<file path="src/rtl/debounce_pkg.sv">
`default_nettype none
// ============================================================================
// Module   : debounce_pkg
// Purpose  : Shared debounce FSM state encoding and default timing constants.
// Revision : 1.0 - initial release
// ============================================================================
package debounce_pkg;

    typedef enum logic [1:0] {
        DEB_IDLE         = 2'd0,
        DEB_PRESS_WAIT   = 2'd1,
        DEB_PRESSED      = 2'd2,
        DEB_RELEASE_WAIT = 2'd3
    } deb_state_t;

    localparam int DEFAULT_DIV          = 1000000;
    localparam int DEFAULT_STABLE_TICKS = 4;

endpackage
`default_nettype wire

</file>
<file path="src/rtl/tick_prescaler.sv">
`default_nettype none
// ============================================================================
// Module   : tick_prescaler
// Purpose  : Programmable divider giving a one-cycle sample tick every DIV
//            enabled cycles and a square wave toggling on each tick.
// Revision : 1.0 - initial release
// ============================================================================
module tick_prescaler
    import debounce_pkg::*;
#(
    parameter int DIV = DEFAULT_DIV
) (
    input  logic clk_in,
    input  logic reset,
    input  logic enable,
    output logic tick_out,
    output logic clk_out
);

    localparam int                CNT_W  = $clog2(DIV);
    localparam logic [CNT_W-1:0]  C_LAST = CNT_W'(DIV - 1);

    logic [CNT_W-1:0] r_count;
    logic             r_tick;
    logic             r_clk;

    always_ff @(posedge clk_in or negedge reset) begin
        if (!reset) begin
            r_count <= '0;
            r_tick  <= 1'b0;
            r_clk   <= 1'b0;
        end else begin
            r_tick <= 1'b0;
            if (enable) begin
                if (r_count == C_LAST) begin
                    r_count <= '0;
                    r_tick  <= 1'b1;
                    r_clk   <= ~r_clk;
                end else begin
                    r_count <= r_count + 1'b1;
                end
            end
        end
    end

    assign tick_out = r_tick;
    assign clk_out  = r_clk;

endmodule
`default_nettype wire

</file>
<file path="src/rtl/debounce_multicanal.sv">
`default_nettype none
// ============================================================================
// Module   : debounce_multicanal
// Purpose  : N_CH synchroniser + debounce channels sampled by a shared tick,
//            with level outputs and one-cycle press/release strobes.
// Revision : 1.0 - initial release
// ============================================================================
module debounce_multicanal
    import debounce_pkg::*;
#(
    parameter int N_CH          = 4,
    parameter int DIV           = DEFAULT_DIV,
    parameter int STABLE_TICKS  = DEFAULT_STABLE_TICKS,
    parameter int ACTIVE_LOW_IN = 1
) (
    input  logic            clk_in,
    input  logic            reset,
    input  logic            enable,
    input  logic [N_CH-1:0] btn_in,
    output logic [N_CH-1:0] btn_out,
    output logic [N_CH-1:0] press_pulse,
    output logic [N_CH-1:0] release_pulse,
    output logic            tick_out,
    output logic            clk_out
);

    localparam int               CNT_W      = $clog2(STABLE_TICKS + 1);
    localparam logic [CNT_W-1:0] C_CNT_LAST = CNT_W'(STABLE_TICKS - 1);
    localparam logic             C_IDLE_LVL = (ACTIVE_LOW_IN != 0);

    logic w_tick;
    logic w_step;

    tick_prescaler #(
        .DIV(DIV)
    ) u_prescaler (
        .clk_in  (clk_in),
        .reset   (reset),
        .enable  (enable),
        .tick_out(w_tick),
        .clk_out (clk_out)
    );

    assign tick_out = w_tick;
    // The registered tick drives the FSMs; a disabled cycle never advances them.
    assign w_step   = w_tick & enable;

    for (genvar g = 0; g < N_CH; g++) begin : g_ch
        logic             r_sync1;
        logic             r_sync2;
        logic             w_pressed;
        deb_state_t       r_state;
        deb_state_t       w_state_nxt;
        logic [CNT_W-1:0] r_cnt;
        logic [CNT_W-1:0] w_cnt_nxt;
        logic             r_press;
        logic             r_release;
        logic             w_press_nxt;
        logic             w_release_nxt;

        always_ff @(posedge clk_in or negedge reset) begin
            if (!reset) begin
                r_sync1 <= C_IDLE_LVL;
                r_sync2 <= C_IDLE_LVL;
            end else begin
                r_sync1 <= btn_in[g];
                r_sync2 <= r_sync1;
            end
        end

        assign w_pressed = r_sync2 ^ C_IDLE_LVL;

        always_ff @(posedge clk_in or negedge reset) begin
            if (!reset) begin
                r_state   <= DEB_IDLE;
                r_cnt     <= '0;
                r_press   <= 1'b0;
                r_release <= 1'b0;
            end else begin
                r_state   <= w_state_nxt;
                r_cnt     <= w_cnt_nxt;
                r_press   <= w_press_nxt;
                r_release <= w_release_nxt;
            end
        end

        always_comb begin
            w_state_nxt   = r_state;
            w_cnt_nxt     = r_cnt;
            w_press_nxt   = 1'b0;
            w_release_nxt = 1'b0;
            if (w_step) begin
                case (r_state)
                    DEB_IDLE: begin
                        if (w_pressed) begin
                            w_state_nxt = DEB_PRESS_WAIT;
                            w_cnt_nxt   = CNT_W'(1);
                        end
                    end
                    DEB_PRESS_WAIT: begin
                        if (!w_pressed) begin
                            w_state_nxt = DEB_IDLE;
                            w_cnt_nxt   = '0;
                        end else if (r_cnt == C_CNT_LAST) begin
                            w_state_nxt = DEB_PRESSED;
                            w_cnt_nxt   = '0;
                            w_press_nxt = 1'b1;
                        end else begin
                            w_cnt_nxt   = r_cnt + 1'b1;
                        end
                    end
                    DEB_PRESSED: begin
                        if (!w_pressed) begin
                            w_state_nxt = DEB_RELEASE_WAIT;
                            w_cnt_nxt   = CNT_W'(1);
                        end
                    end
                    DEB_RELEASE_WAIT: begin
                        if (w_pressed) begin
                            w_state_nxt   = DEB_PRESSED;
                            w_cnt_nxt     = '0;
                        end else if (r_cnt == C_CNT_LAST) begin
                            w_state_nxt   = DEB_IDLE;
                            w_cnt_nxt     = '0;
                            w_release_nxt = 1'b1;
                        end else begin
                            w_cnt_nxt     = r_cnt + 1'b1;
                        end
                    end
                    default: begin
                        w_state_nxt = DEB_IDLE;
                        w_cnt_nxt   = '0;
                    end
                endcase
            end
        end

        // Debounced level is a state decode, so it flips on the same edge as the strobes.
        assign btn_out[g]       = (r_state == DEB_PRESSED) || (r_state == DEB_RELEASE_WAIT);
        assign press_pulse[g]   = r_press;
        assign release_pulse[g] = r_release;
    end

endmodule
`default_nettype wire

</file>
<file path="config.mk">
export PLATFORM = sky130hd
export DESIGN_NAME = debounce_multicanal
export DESIGN_NICKNAME = d
export VERILOG_FILES = /design/src/rtl/debounce_pkg.sv /design/src/rtl/tick_prescaler.sv /design/src/rtl/debounce_multicanal.sv
export SDC_FILE = /design/constraint.sdc
export NUM_CORES = 1
export LEC_CHECK = 0
export BUFFER_PORTS_ARGS = -buffer_cell sky130_fd_sc_hd__clkbuf_2
export CORE_AREA = 2 2 78 80
export DETAILED_ROUTE_END_ITERATION = 16
export DIE_AREA = 0 0 80 82
export HOLD_SLACK_MARGIN = 0.03
export PLACE_DENSITY = 0.69
export SYNTH_ARGS = -nofsm -noshare
export SYNTH_HDL_FRONTEND = slang
export SYNTH_SLANG_ARGS = --single-unit
export TNS_END_PERCENT = 10
</file>
<file path="constraint.sdc">
create_clock -name clk_in -period 4.4 [get_ports clk_in]
set_input_delay 0.22 -clock clk_in [delete_from_list [all_inputs] [get_ports clk_in]]
set_output_delay 0.22 -clock clk_in [all_outputs]
set_load 0.005 [all_outputs]
</file>
# == Word level (Yosys, flattened, before mapping) ==
# Cells that the tools add are included.
# classes
reduce_logical,17
n_eq_ne,33
add_sub_neg,5
n_mux,83
n_bitwise,2
# op_table
op,count
3-bit 2-to-1 mux,20
2-bit 2-to-1 mux,24
3-bit case mux with 4 select lines,4
2-bit case mux with 4 select lines,4
1-bit 2-to-1 mux,30
"3-bit inequality test, second input constant",8
"20-bit by 1-bit adder with 20-bit output, second input constant",1
"20-bit equality test, second input constant",1
20-bit 2-to-1 mux,1
5-bit AND reduction,4
"2-bit equality test, second input constant",8
"2-bit inequality test, second input constant",8
"3-bit by 1-bit adder with 3-bit output, second input constant",4
"3-bit by 2-bit equality test with 1-bit output, second input constant",4
3-bit AND reduction,4
"2-bit by 1-bit equality test with 1-bit output, second input constant",4
2-bit zero test,4
1-bit logical OR,4
2-bit AND reduction,1
1-bit bitwise AND,1
1-bit NOT,1
# totals
register_bits,58
input_bits,7

# == Depth between registers and ports, before layout ==
# Gate-level depths: netlist of the first run.
# logic_depth
word_depth,5
mapped_depth,6
ltp_nobuf,5

# == Hierarchy ==
# A second synthesis of the first run with hierarchy kept.
# unflattened
cells_unflattened,241
area_unflattened_um2,2680.1
# modules_own_cells
module,area_per_inst_um2,seq_area_each_um2,instances,cells_each
debounce_multicanal,1587.8,910.9,1,137
tick_prescaler,1092.3,550.5,1,104

# == Least setup slack after synthesis of the first run ==
# No wires, ideal clock.
# synth_timing
path_type,register to register
startpoint,reg u_prescaler.r_count[0]
endpoint,reg u_prescaler.r_count[18]
t_arrival_ns,1.616
path_slack_ns,2.706
stages_incl_launch_ff,6
synth_period_minus_slack_ns,1.694
cell_sequence,dfrtp_1 ha_1 nand4_1 or3_1 or4b_1 a21oi_1
# synth_via
elab_chain_cells,2
# synth_rtl
item,line,text
start: declaration,tick_prescaler.sv:23,logic [CNT_W-1:0] r_count;
start signal: assignment,tick_prescaler.sv:40,r_count <= r_count + 1'b1;
20-bit by 1-bit adder with 20-bit output / 20-bit equality test (equally long branches),"tick_prescaler.sv:40, tick_prescaler.sv:35",
20-bit 2-to-1 mux *,tick_prescaler.sv:35,if (r_count == C_LAST) begin
# Every way passes the cells marked *; elsewhere a longest branch is shown, timed or not.
# A chain may end at the register's enable or synchronous reset.

# == Worst setup path after layout of the first run ==
# Ends and elaborated chain as after synthesis.

==> results of run 1 <==
cell families after synthesis:
| logic type | count (synthesis) | synth area share |
|---|---|---|
| adders and majority gates | 5 | 0.0240 |
| xor gates and xnor gates | 19 | 0.0637 |
| and+or+nand+nor | 111 | 0.226 |
| AOI/OAI and AO/OA | 35 | 0.0743 |
| muxes | 3 | 0.0129 |
| buffers and inverters | 18 | 0.0393 |
| DFF | 58 | 0.560 |
metrics by stage:
stage	total power [mW]	hold WS, ns	instances
3_5_place_dp	0.671	0.312	329
2_1_floorplan	0.651	-0.0756	249
5_1_grt	1.26	0.0845	349
6_report	1.20	0.0155	349
4_1_cts	1.22	0.0460	349
3_3_place_gp	0.670	0.308	329
layer usage:
layer	track usage	part of all wire	routed length, um
met1	0.194	0.46	2000
met2	0.242	0.49	2140
met3	0.0527	0.033	145
met4	0.100	0.021	93
met5	0	0	0
critical path: stages, from the launching register on:
cell and delay [ns]:
dfrtp_1 0.41, ha_1 0.23, nand4_1 0.15, or3_1 0.38, or4b_1 0.47, a21oi_1 0.16
power groups by stage:
| stage | registers [mW] | logic, mW | clock network, mW |
|---|---|---|---|
| after global placement | 0.610 | 0.0600 | 0 |
| after detailed placement | 0.610 | 0.0612 | 0 |
| after CTS | 0.601 | 0.0642 | 0.553 |
| final | 0.601 | 0.0625 | 0.538 |
| after floorplan | 0.596 | 0.0551 | 0 |
| after global routing | 0.607 | 0.0725 | 0.584 |
cell type report:
type / count / share of cell area
inverters: 2 / 0.00252
clock inverters: 5 / 0.0261
multi-input cells: 173 / 0.352
repair buffers: 25 / 0.0496
flip-flops and latches: 58 / 0.491
well taps: 75 / 0.0315
clock buffers: 11 / 0.0475
registers in the layout, summed over array words and instances, names as in the netlist, named ones only:
name and count:
g_ch.r_cnt 12, g_ch.r_press 4, g_ch.r_release 4, g_ch.r_state 4, g_ch.r_sync1 4, g_ch.r_sync2 4
u_prescaler.clk_out 1, u_prescaler.r_count 20, u_prescaler.tick_out 1
cell usage in the layout (no fill, tap or decap), types with 2 or more instances in the layout:
master,n
dfrtp_1,50
nand2_1,38
clkbuf_2,20
o21ai_0,15
nand3_1,12
a21oi_1,12
nor2_1,11
xnor2_1,11
clkbuf_8,10
nor3_1,8
nand4_1,8
xor2_1,8
dfstp_2,8
and3_1,5
ha_1,5
nor2b_1,4
o21a_1,4
dlygate4sd3_1,4
and3b_1,3
mux2_2,3
nand2b_1,3
or3_1,3
inv_1,2
nor4_1,2
and4_1,2
clkinv_2,2
bufinv_16,2
how the worst max path moves through the flow:
stage	start	endpoint	cells after the start
final	u_prescaler.r_count[0]	u_prescaler.r_count[18]	5
after global routing	u_prescaler.r_count[0]	u_prescaler.r_count[18]	5
after CTS	u_prescaler.r_count[0]	u_prescaler.r_count[18]	5
after detailed placement	enable	register	5
after global placement	enable	g_ch[3].r_cnt[2]	4
after floorplan	u_prescaler.r_count[0]	u_prescaler.r_count[18]	5
synthesized netlist by cell type (all sizes together) (2+ instances only):
| cell type | count | share of area |
|---|---|---|
| nor3 | 8 | 0.015 |
| clkbuf | 6 | 0.0086 |
| ha | 5 | 0.024 |
| and3 | 5 | 0.012 |
| dfrtp | 50 | 0.48 |
| mux2 | 3 | 0.013 |
| nand2b | 3 | 0.0072 |
| and4 | 3 | 0.011 |
| dfstp | 8 | 0.080 |
| nor2 | 12 | 0.018 |
| or3 | 3 | 0.0072 |
| and3b | 3 | 0.010 |
| nand4 | 9 | 0.024 |
| buf | 10 | 0.028 |
| xnor2 | 11 | 0.037 |
| nor2b | 4 | 0.0096 |
| o21ai | 15 | 0.029 |
| o21a | 4 | 0.012 |
| inv | 2 | 0.0029 |
| nor4 | 2 | 0.0048 |
| a21oi | 12 | 0.023 |
| xor2 | 8 | 0.027 |
| nand3 | 13 | 0.027 |
| nand2 | 38 | 0.055 |
==> key figures, run 1 <==
Run status
  • Outcome: finished clean

Worst setup path
  • R2r setup slk: 2.53 ns
  • Required time worst endpoint: 4.66 ns
  • Depth of the worst register-to-register path: 5
  • Reg-to-reg startpoint: u_prescaler.r_count[0]
  • Max FO, Critical Path: 5
  • Classification of the worst setup path: reg -> reg
  • Critical path capture point type: register
  • Crit path launch type: register
  • FF-to-FF End: u_prescaler.r_count[18]
  • Arrival @ worst endpoint: 2.13 ns

Logic synthesis
  • Share of synthesized flip-flops with an asynchronous set or reset: 1.00
  • Most used flip-flop cell after synthesis: dfrtp_1
  • Post-synthesis average cell area: 10.5 um2
  • Gate Count Post-Synth: 249
  • Sequential-to-total area share from yosys stat: 0.560
  • Flops & latches, synth: 58
  • Syn nets: 261
  • Number of flops mapped to enable cells by yosys: 0
  • Number of distinct library cells after synthesis: 41
  • Synthesized cell area: 2610 um2
  • Ys Warns: 0

Clock tree
  • Clock latency at the later pin of the worst-skew pair: 0.34 ns
  • Longest Clk Path Bufs: 2
  • Level count of the clock H-tree: 3
  • Hold buffer count at cts: 4
  • Resize count post-CTS: 0
  • Register clock-pin slew on the reported worst setup and hold paths: 0.06 ns
  • CTS Buf Count: 9
  • Post-CTS Repair Setup Buffers: 0
  • TritonCTS clock tree: built
  • Number of sinks handled by clock tree synthesis: 58
  • Clock root buffer: clkbuf_8

Die
  • Io pins: 21
  • Area enclosed by the die boundary: 6560 um2
  • Rows: 28
  • Die height: 82 um
  • Chip width: 80 um
  • Starting utilization of the core area: 0.454
  • Core Box Area: 5750 um2

Cells and area
  • Area growth syn-to-layout: 14.0%
  • # nets final: 281
  • Number of antenna cells inserted: 0
  • Footprint of the multi-input gates: 1050 um2
  • Final Cell Area: 2980 um2
  • Area occupied by registers: 1460 um2
  • Layout filler cell count: 536
  • Proportion of layout cells with a drive suffix above 1: 0.193
  • Post-layout util: 0.518

Routing
  • Final routed wire length divided by cell count: 12.5 um
  • Router iterations before antenna repair: 5
  • Routed WL: 4370 um
  • Routed via count divided by cell count: 5.18
  • Drt initial violations: 137
  • Detailed-route DRC error count: 0
  • Via count: 1,809
  • Antenna-violating nets left: 0

Pwr
  • Power share of the clock group: 0.448
  • Internal power: 0.925 mW
  • Proportion of power drawn by flip-flops and latches: 0.500
  • Net switching power of the design: 0.276 mW
  • Worst VDD drop: 233 uV
  • Part of the total power dissipated in combinational logic: 0.052
  • Fraction of power spent switching nets: 0.230
  • Total power divided by cell area: 404 nW/um2
  • Cell leakage power: 1.40 nW

Placement
  • Dpl cell area: 2720 um2
  • Final weighted congestion in routability-driven placement: 0.841
  • Total of buffers placed on input and output ports: 20
  • Placement-stage worst setup slack: 2.48 ns
  • Placed wire-length estimate: 2800 um

Hold path
  • Hold/Removal Path Class: in -> async

Timing
  • RSZ-0062 raised after global routing: no
  • Timing-limited maximum frequency: 0.534 GHz
  • Relative slew slack: 0.347
  • Post-route setup TNS: 0 ns
  • Count of pins over their slew limit: 0
  • Fin. Hold Viols: 0
  • Worst path setup slack after routing: 2.53 ns
  • Transition at the pin with the smallest max-transition slack: 0.978 ns
  • Setup violations, final: 0
  • Worst-case clock skew: 0.00898 ns
  • Fraction of the cycle the final worst path needs: 0.425
  • Clock period minus final worst setup slack: 1.87 ns

Global routing
  • Wire length of the first global-routing pass: 7880 um
  • Total overflow reported by the global router: 0
  • Via count of the first global-routing pass: 1,778
  • Initial antenna violation count: 0
  • Largest net degree at the start of global routing: 59
  • Global-route total usage across every layer: 0.159

Job
  • Max-cap violation count: 0
(Power assumes the default switching activity.)
==> run 2: changes to the inputs <==
clock period = 1.9 ns   (was 4.4 ns; I/O delays follow)
==> key figures, run 2 (synthesis gave the netlist of run 1 again) <==
Worst setup path
  • Reg-to-reg startpoint: u_prescaler.r_count[0] (unchanged)
  • Critical path capture point type: register (unchanged)
  • Critical path's slowest cell: or4b_1 (unchanged)
  • Crit path launch type: register (unchanged)
  • Classification of the worst setup path: reg -> reg (unchanged)
  • Depth of the worst register-to-register path: 5 (unchanged)
  • Max FO, Critical Path: 5 (unchanged)
  • Arrival @ worst endpoint: 2.10 ns (was 2.13 ns)
  • Sequence of cells on the critical path: ha_2, nand4_1, or3_1, or4b_1, a21oi_1 (was ha_1, nand4_1, or3_1, or4b_1, a21oi_1)
  • FF-to-FF End: u_prescaler.r_count[18] (unchanged)
  • Slowest stage delay, CP: 0.47 ns (about the same)
  • Required time worst endpoint: 2.15 ns (was 4.66 ns)
  • R2r setup slk: 0.06 ns (was 2.53 ns)

Timing
  • Fin. Hold Viols: 0 (unchanged)
  • Fraction of the cycle the final worst path needs: 0.971 (was 0.425)
  • Transition at the pin with the smallest max-transition slack: 0.590 ns (was 0.978 ns)
  • Worst-case clock skew: 0.0125 ns (was 0.00898 ns)
  • Clock period minus final worst setup slack: 1.84 ns (was 1.87 ns)
  • Count of pins over their slew limit: 0 (unchanged)
  • Timing-limited maximum frequency: 0.542 GHz (was 0.534 GHz)
  • Worst path setup slack after routing: 0.0556 ns (was 2.53 ns)
  • Relative slew slack: 0.607 (was 0.347)
  • Setup violations, final: 0 (unchanged)

Cells and area
  • Post-layout util: 0.516 (was 0.518)
  • Most frequent cells in the layout: 50 x dfrtp_1, 38 x nand2_1, 20 x clkbuf_2, 15 x o21ai_0 (unchanged)
  • Proportion of layout cells with a drive suffix above 1: 0.202 (was 0.193)
  • # nets final: 285 (was 281)
  • Final Cell Area: 2970 um2 (was 2980 um2)
  • Commonest non-fill, non-tap cell in the layout: dfrtp_1 (unchanged)
  • Registers with the most flip-flops: u_prescaler.r_count (20), g_ch.r_cnt (12) (unchanged)
  • Area growth syn-to-layout: 13.6% (was 14.0%)
  • Largest register by flop count: u_prescaler.r_count (unchanged)
  • Number of antenna cells inserted: 0 (unchanged)
  • Number of flip-flops under the largest register name: 20 (unchanged)

Pwr
  • Proportion of power drawn by flip-flops and latches: 0.560 (was 0.500)
  • Power share of the clock group: 0.377 (was 0.448)
  • Worst VDD drop: 533 uV (was 233 uV)
  • Part of the total power dissipated in combinational logic: 0.063 (was 0.052)
  • Total power divided by cell area: 841 nW/um2 (was 404 nW/um2)
  • Fraction of power spent switching nets: 0.248 (was 0.230)
  • Cell leakage power: 1.41 nW (was 1.40 nW)
  • Internal power: 1.88 mW (was 0.925 mW)
  • Net switching power of the design: 0.619 mW (was 0.276 mW)

Global routing
  • Initial antenna violation count: 0 (unchanged)
  • Global-route total usage across every layer: 0.144 (was 0.159)
  • Largest net degree at the start of global routing: 37 (was 59)
  • Wire length of the first global-routing pass: 7220 um (was 7880 um)
  • Total overflow reported by the global router: 0 (unchanged)
  • Via count of the first global-routing pass: 1,675 (was 1,778)

Clock tree
  • Longest Clk Path Bufs: 2 (unchanged)
  • CTS Buf Count: 9 (unchanged)
  • TritonCTS clock tree: built (unchanged)
  • Register clock-pin slew on the reported worst setup and hold paths: 0.06 ns (about the same)
  • Clock root buffer: clkbuf_8 (unchanged)
  • Number of sinks handled by clock tree synthesis: 58 (unchanged)
  • Level count of the clock H-tree: 3 (unchanged)
  • Clock latency at the later pin of the worst-skew pair: 0.33 ns (was 0.34 ns)

Die
  • Chip width: 80 um (unchanged)
  • Core Box Area: 5750 um2 (unchanged)
  • Io pins: 21 (unchanged)
  • Die height: 82 um (unchanged)
  • Rows: 28 (unchanged)
  • Starting utilization of the core area: 0.454 (unchanged)
  • Area enclosed by the die boundary: 6560 um2 (unchanged)

Run status
  • Outcome: finished clean (unchanged)

Hold path
  • Hold/Removal Path Class: in -> reg (was in -> async)
  • Worst Hold Path Cells: 2
  • Worst Min Path Start: enable
  • Hold Path Sink: u_prescaler.r_count[1]

Routing
  • Drt initial violations: 73 (was 137)
  • Router iterations before antenna repair: 4 (was 5)
  • Routed via count divided by cell count: 5.10 (was 5.18)
  • Routed WL: 4240 um (was 4370 um)
  • Detailed-route DRC error count: 0 (unchanged)
  • Final routed wire length divided by cell count: 12.1 um (was 12.5 um)
  • Antenna-violating nets left: 0 (unchanged)
  • Via count: 1,794 (was 1,809)

Placement
  • Dpl cell area: 2750 um2 (was 2720 um2)
  • Final weighted congestion in routability-driven placement: 0.780 (was 0.841)
  • Placed wire-length estimate: 2910 um (was 2800 um)
  • Total of buffers placed on input and output ports: 20 (unchanged)
  • Placement-stage worst setup slack: 0.0765 ns (was 2.48 ns)

Job
  • Max-cap violation count: 0 (unchanged)
[run 2: changes by cell type in the layout (fill, tap and decap cells not counted)]
| cell | change |
|---|---|
| buf_12 | +1 |
| clkinv_2 | +2 |
| dlygate4sd3_1 | +1 |
| ha_1 | -1 |
| ha_2 | +1 |
| bufinv_16 | -2 |
| clkinvlp_4 | -1 |
| buf_4 | +2 |
[run 2: power groups by stage]
stage / clock network [mW] / logic (mW) / registers, mW
CTS: 0.976 / 0.155 / 1.39
finish: 0.940 / 0.158 / 1.40
global route: 1.03 / 0.180 / 1.41
detailed placement: 0 / 0.146 / 1.41
global placement: 0 / 0.146 / 1.41
floorplan: 0 / 0.128 / 1.38
[run 2: final cells by class]
type	instances	area, um2
Inverter	2	7.51
Fill cell	530	2780
Multi-Input combinational cell	173	1050
Clock inverter	4	20.0
Tap cell	75	93.8
Clock buffer	11	141
Timing Repair Buffer	29	193
Sequential cell	58	1460
[run 2: layer usage]
metal | part of all wire | track usage | up-vias
met2 | 0.49 | 0.228 | 25
met1 | 0.46 | 0.177 | 861
met4 | 0.014 | 0.0712 | 0
met3 | 0.038 | 0.0462 | 6
li1 | - | - | 902
met5 | 0 | 0 | -
[run 2: metrics by stage]
step / power, mW / hold slack (ns) / setup TNS, ns / cells
2_1_floorplan: 1.51 / -0.201 / 0 / 249
3_3_place_gp: 1.55 / 0.127 / 0 / 331
3_5_place_dp: 1.56 / 0.125 / 0 / 331
4_1_cts: 2.52 / 0.120 / 0 / 351
5_1_grt: 2.61 / 0.153 / -0.0208 / 352
6_report: 2.49 / 0.142 / 0 / 352
[run 2: critical path, delay by kind of cell (launching register included)]
family,cells,cell delay (ns)
and+or+nand+nor,3,0.94
DFF,1,0.44
adders and majority gates,1,0.24
AOI/OAI and AO/OA,1,0.14
[run 2: how the worst max path moves through the flow]
stage                           startpoint                 endpoint  slack, ns  depth (start not counted)
floorplan           u_prescaler.r_count[0]  u_prescaler.r_count[18]       0.21                          5
global placement    u_prescaler.r_count[0]  u_prescaler.r_count[18]       0.14                          5
detailed placement  u_prescaler.r_count[0]  u_prescaler.r_count[18]       0.08                          5
CTS                 u_prescaler.r_count[0]  u_prescaler.r_count[18]       0.06                          5
global route        u_prescaler.r_count[0]  u_prescaler.r_count[18]      -0.02                          5
finish              u_prescaler.r_count[0]  u_prescaler.r_count[18]       0.06                          5
[run 2: repair_timing]
action	CTS	global route
hold endpoints to repair	22	0
buffers inserted	0	1
hold buffers	5	0
endpoints found under the setup margin	0	1
resized for setup	0	1
==> run 3: changes to the inputs <==
clock period = 2.19 ns   (was 1.9 ns; I/O delays follow)
==> key figures, run 3 (synthesis gave the netlist of run 1 again) <==
Global routing
  • Via count of the first global-routing pass: 1,728 (was 1,675)
  • Total overflow reported by the global router: 0 (unchanged)
  • Initial antenna violation count: 0 (unchanged)
  • Global-route total usage across every layer: 0.157 (was 0.144)
  • Largest net degree at the start of global routing: 34 (was 37)
  • Wire length of the first global-routing pass: 7730 um (was 7220 um)

Routing
  • Routed WL: 4370 um (was 4240 um)
  • Detailed-route DRC error count: 0 (unchanged)
  • Via count: 1,791 (was 1,794)
  • Routed via count divided by cell count: 5.10 (about the same)
  • Antenna-violating nets left: 0 (unchanged)
  • Drt initial violations: 73 (unchanged)
  • Router iterations before antenna repair: 4 (unchanged)
  • Final routed wire length divided by cell count: 12.4 um (was 12.1 um)

Cells and area
  • Proportion of layout cells with a drive suffix above 1: 0.196 (was 0.202)
  • Post-layout util: 0.523 (was 0.516)
  • Layout filler cell count: 544 (was 530)
  • # nets final: 283 (was 285)
  • Number of flip-flops under the largest register name: 20 (unchanged)
  • Commonest non-fill, non-tap cell in the layout: dfrtp_1 (unchanged)
  • Final Cell Area: 3010 um2 (was 2970 um2)
  • Registers with the most flip-flops: u_prescaler.r_count (20), g_ch.r_cnt (12) (unchanged)
  • Final std cells w/o fill: 351 (was 352)
  • Most frequent cells in the layout: 50 x dfrtp_1, 38 x nand2_1, 20 x clkbuf_2, 15 x o21ai_0 (unchanged)
  • Largest register by flop count: u_prescaler.r_count (unchanged)
  • Area growth syn-to-layout: 15.1% (was 13.6%)
  • Number of antenna cells inserted: 0 (unchanged)

Pwr
  • Part of the total power dissipated in combinational logic: 0.055 (was 0.063)
  • Total power divided by cell area: 807 nW/um2 (was 841 nW/um2)
  • Internal power: 1.86 mW (was 1.88 mW)
  • Proportion of power drawn by flip-flops and latches: 0.498 (was 0.560)
  • Cell leakage power: 1.42 nW (was 1.41 nW)
  • Net switching power of the design: 0.563 mW (was 0.619 mW)
  • Power share of the clock group: 0.447 (was 0.377)
  • Worst VDD drop: 414 uV (was 533 uV)
  • Fraction of power spent switching nets: 0.232 (was 0.248)

Worst setup path
  • Arrival @ worst endpoint: 2.11 ns (was 2.10 ns)
  • Classification of the worst setup path: reg -> reg (unchanged)
  • Required time worst endpoint: 2.46 ns (was 2.15 ns)
  • Max FO, Critical Path: 5 (unchanged)
  • Slowest stage delay, CP: 0.47 ns (about the same)
  • Crit path launch type: register (unchanged)
  • Sequence of cells on the critical path: ha_1, nand4_1, or3_1, or4b_1, a21oi_1 (was ha_2, nand4_1, or3_1, or4b_1, a21oi_1)
  • Critical path's slowest cell: or4b_1 (unchanged)
  • Kind of cell adding the most delay to the critical path: simple AND/OR/NAND/NOR gates (unchanged)
  • Critical path capture point type: register (unchanged)
  • Bufs and invs on worst path: 0 (unchanged)

Timing
  • RSZ-0062 raised after global routing: no
  • Worst-case clock skew: 0.00941 ns (was 0.0125 ns)
  • Count of pins over their slew limit: 0 (unchanged)
  • Fin. Hold Viols: 0 (unchanged)
  • Relative slew slack: 0.567 (was 0.607)
  • Fraction of the cycle the final worst path needs: 0.843 (was 0.971)
  • Timing-limited maximum frequency: 0.542 GHz (about the same)
  • Clock period minus final worst setup slack: 1.85 ns (was 1.84 ns)
  • Post-route setup TNS: 0 ns (unchanged)
  • Setup violations, final: 0 (unchanged)
  • Worst hold-check slack: 0.148 ns (was 0.142 ns)
  • Transition at the pin with the smallest max-transition slack: 0.649 ns (was 0.590 ns)

Placement
  • Placed cells: 330 (was 331)
  • Placed wire-length estimate: 2980 um (was 2910 um)
  • Total of buffers placed on input and output ports: 20 (unchanged)
  • Final weighted congestion in routability-driven placement: 0.820 (was 0.780)
  • Dpl cell area: 2740 um2 (was 2750 um2)

Die
  • Starting utilization of the core area: 0.454 (unchanged)
  • Area enclosed by the die boundary: 6560 um2 (unchanged)
  • Io pins: 21 (unchanged)
  • Die height: 82 um (unchanged)
  • Core Box Area: 5750 um2 (unchanged)
  • Chip width: 80 um (unchanged)
  • Rows: 28 (unchanged)

Clock tree
  • Level count of the clock H-tree: 3 (unchanged)
  • Register clock-pin slew on the reported worst setup and hold paths: 0.06 ns (about the same)
  • Clock root buffer: clkbuf_8 (unchanged)
  • Clock latency at the later pin of the worst-skew pair: 0.34 ns (was 0.33 ns)
  • Number of sinks handled by clock tree synthesis: 58 (unchanged)
  • TritonCTS clock tree: built (unchanged)
  • Post-CTS Repair Setup Buffers: 0 (unchanged)
  • CTS Buf Count: 9 (unchanged)
  • Longest Clk Path Bufs: 2 (unchanged)

Job
  • Max-cap violation count: 0 (unchanged)

Run status
  • Outcome: finished clean (unchanged)

Hold path
  • Hold/Removal Path Class: in -> reg (unchanged)
run 3: cell count changes in the layout (fill, tap and decap cells not counted), sizes merged:
cell	delta
bufinv	+2
clkinvlp	+1
buf	-2
clkinv	-2
run 3: stage by stage:
step,worst slack [ns],total power [mW]
after floorplan,0.496,1.31
after global placement,0.429,1.35
after detailed placement,0.354,1.35
after CTS,0.350,2.46
after global routing,0.211,2.54
final,0.344,2.43
run 3: path summary, 6_finish.rpt:
| kind | start | end | slack, ns | cells after the start |
|---|---|---|---|---|
| max in group asynchronous | reset | g_ch[3].r_sync1 | 1.19 | 3 |
| worst min-delay path | enable | u_prescaler.r_count[1] | 0.15 | 2 |
| worst max-delay path | u_prescaler.r_count[0] | u_prescaler.r_count[18] | 0.34 | 5 |
| min in group asynchronous | reset | asynchronous set/reset pin | 0.33 | 2 |
| worst max register to register | u_prescaler.r_count[0] | u_prescaler.r_count[18] | 0.34 | 5 |
| worst min register to register | g_ch[3].r_sync1 | g_ch[3].r_sync2 | 0.35 | 0 |
run 3: worst reg2reg max path, delay by kind of cell (launching register included):
kind | cells | cell delay (ns)
AND/OR/NAND/NOR | 3 | 1.00
flip-flops | 1 | 0.41
adder cells (fa/ha/maj) | 1 | 0.23
AO/OA/AOI/OAI | 1 | 0.15
run 3: layout make-up:
class,instances,area (um2),share of cell area
Timing Repair Buffer,27,178,0.0591
Tap cell,75,93.8,0.0312
Clock buffer,11,141,0.0470
Multi-Input combinational cell,173,1050,0.348
Inverter,2,7.51,0.00250
Clock inverter,5,77.6,0.0258
Sequential cell,58,1460,0.486
run 3: routing by layer:
metal,share of wire,wire length [um],track usage
met1,0.47,2050,0.205
met2,0.47,2070,0.233
met3,0.035,152,0.0527
met4,0.022,94,0.0814
met5,0,0,0
run 3: power by group through the flow:
| stage | Clock, mW | Combinational (mW) | Sequential [mW] |
|---|---|---|---|
| floorplan | 0 | 0.111 | 1.20 |
| global placement | 0 | 0.126 | 1.22 |
| detailed placement | 0 | 0.129 | 1.23 |
| CTS | 1.11 | 0.138 | 1.21 |
| global route | 1.17 | 0.155 | 1.22 |
| finish | 1.08 | 0.135 | 1.21 |
run 3: what timing repair did:
action                    CTS  global route
hold endpoints to repair   25             0
resized for setup           0             0
hold buffers                5             0
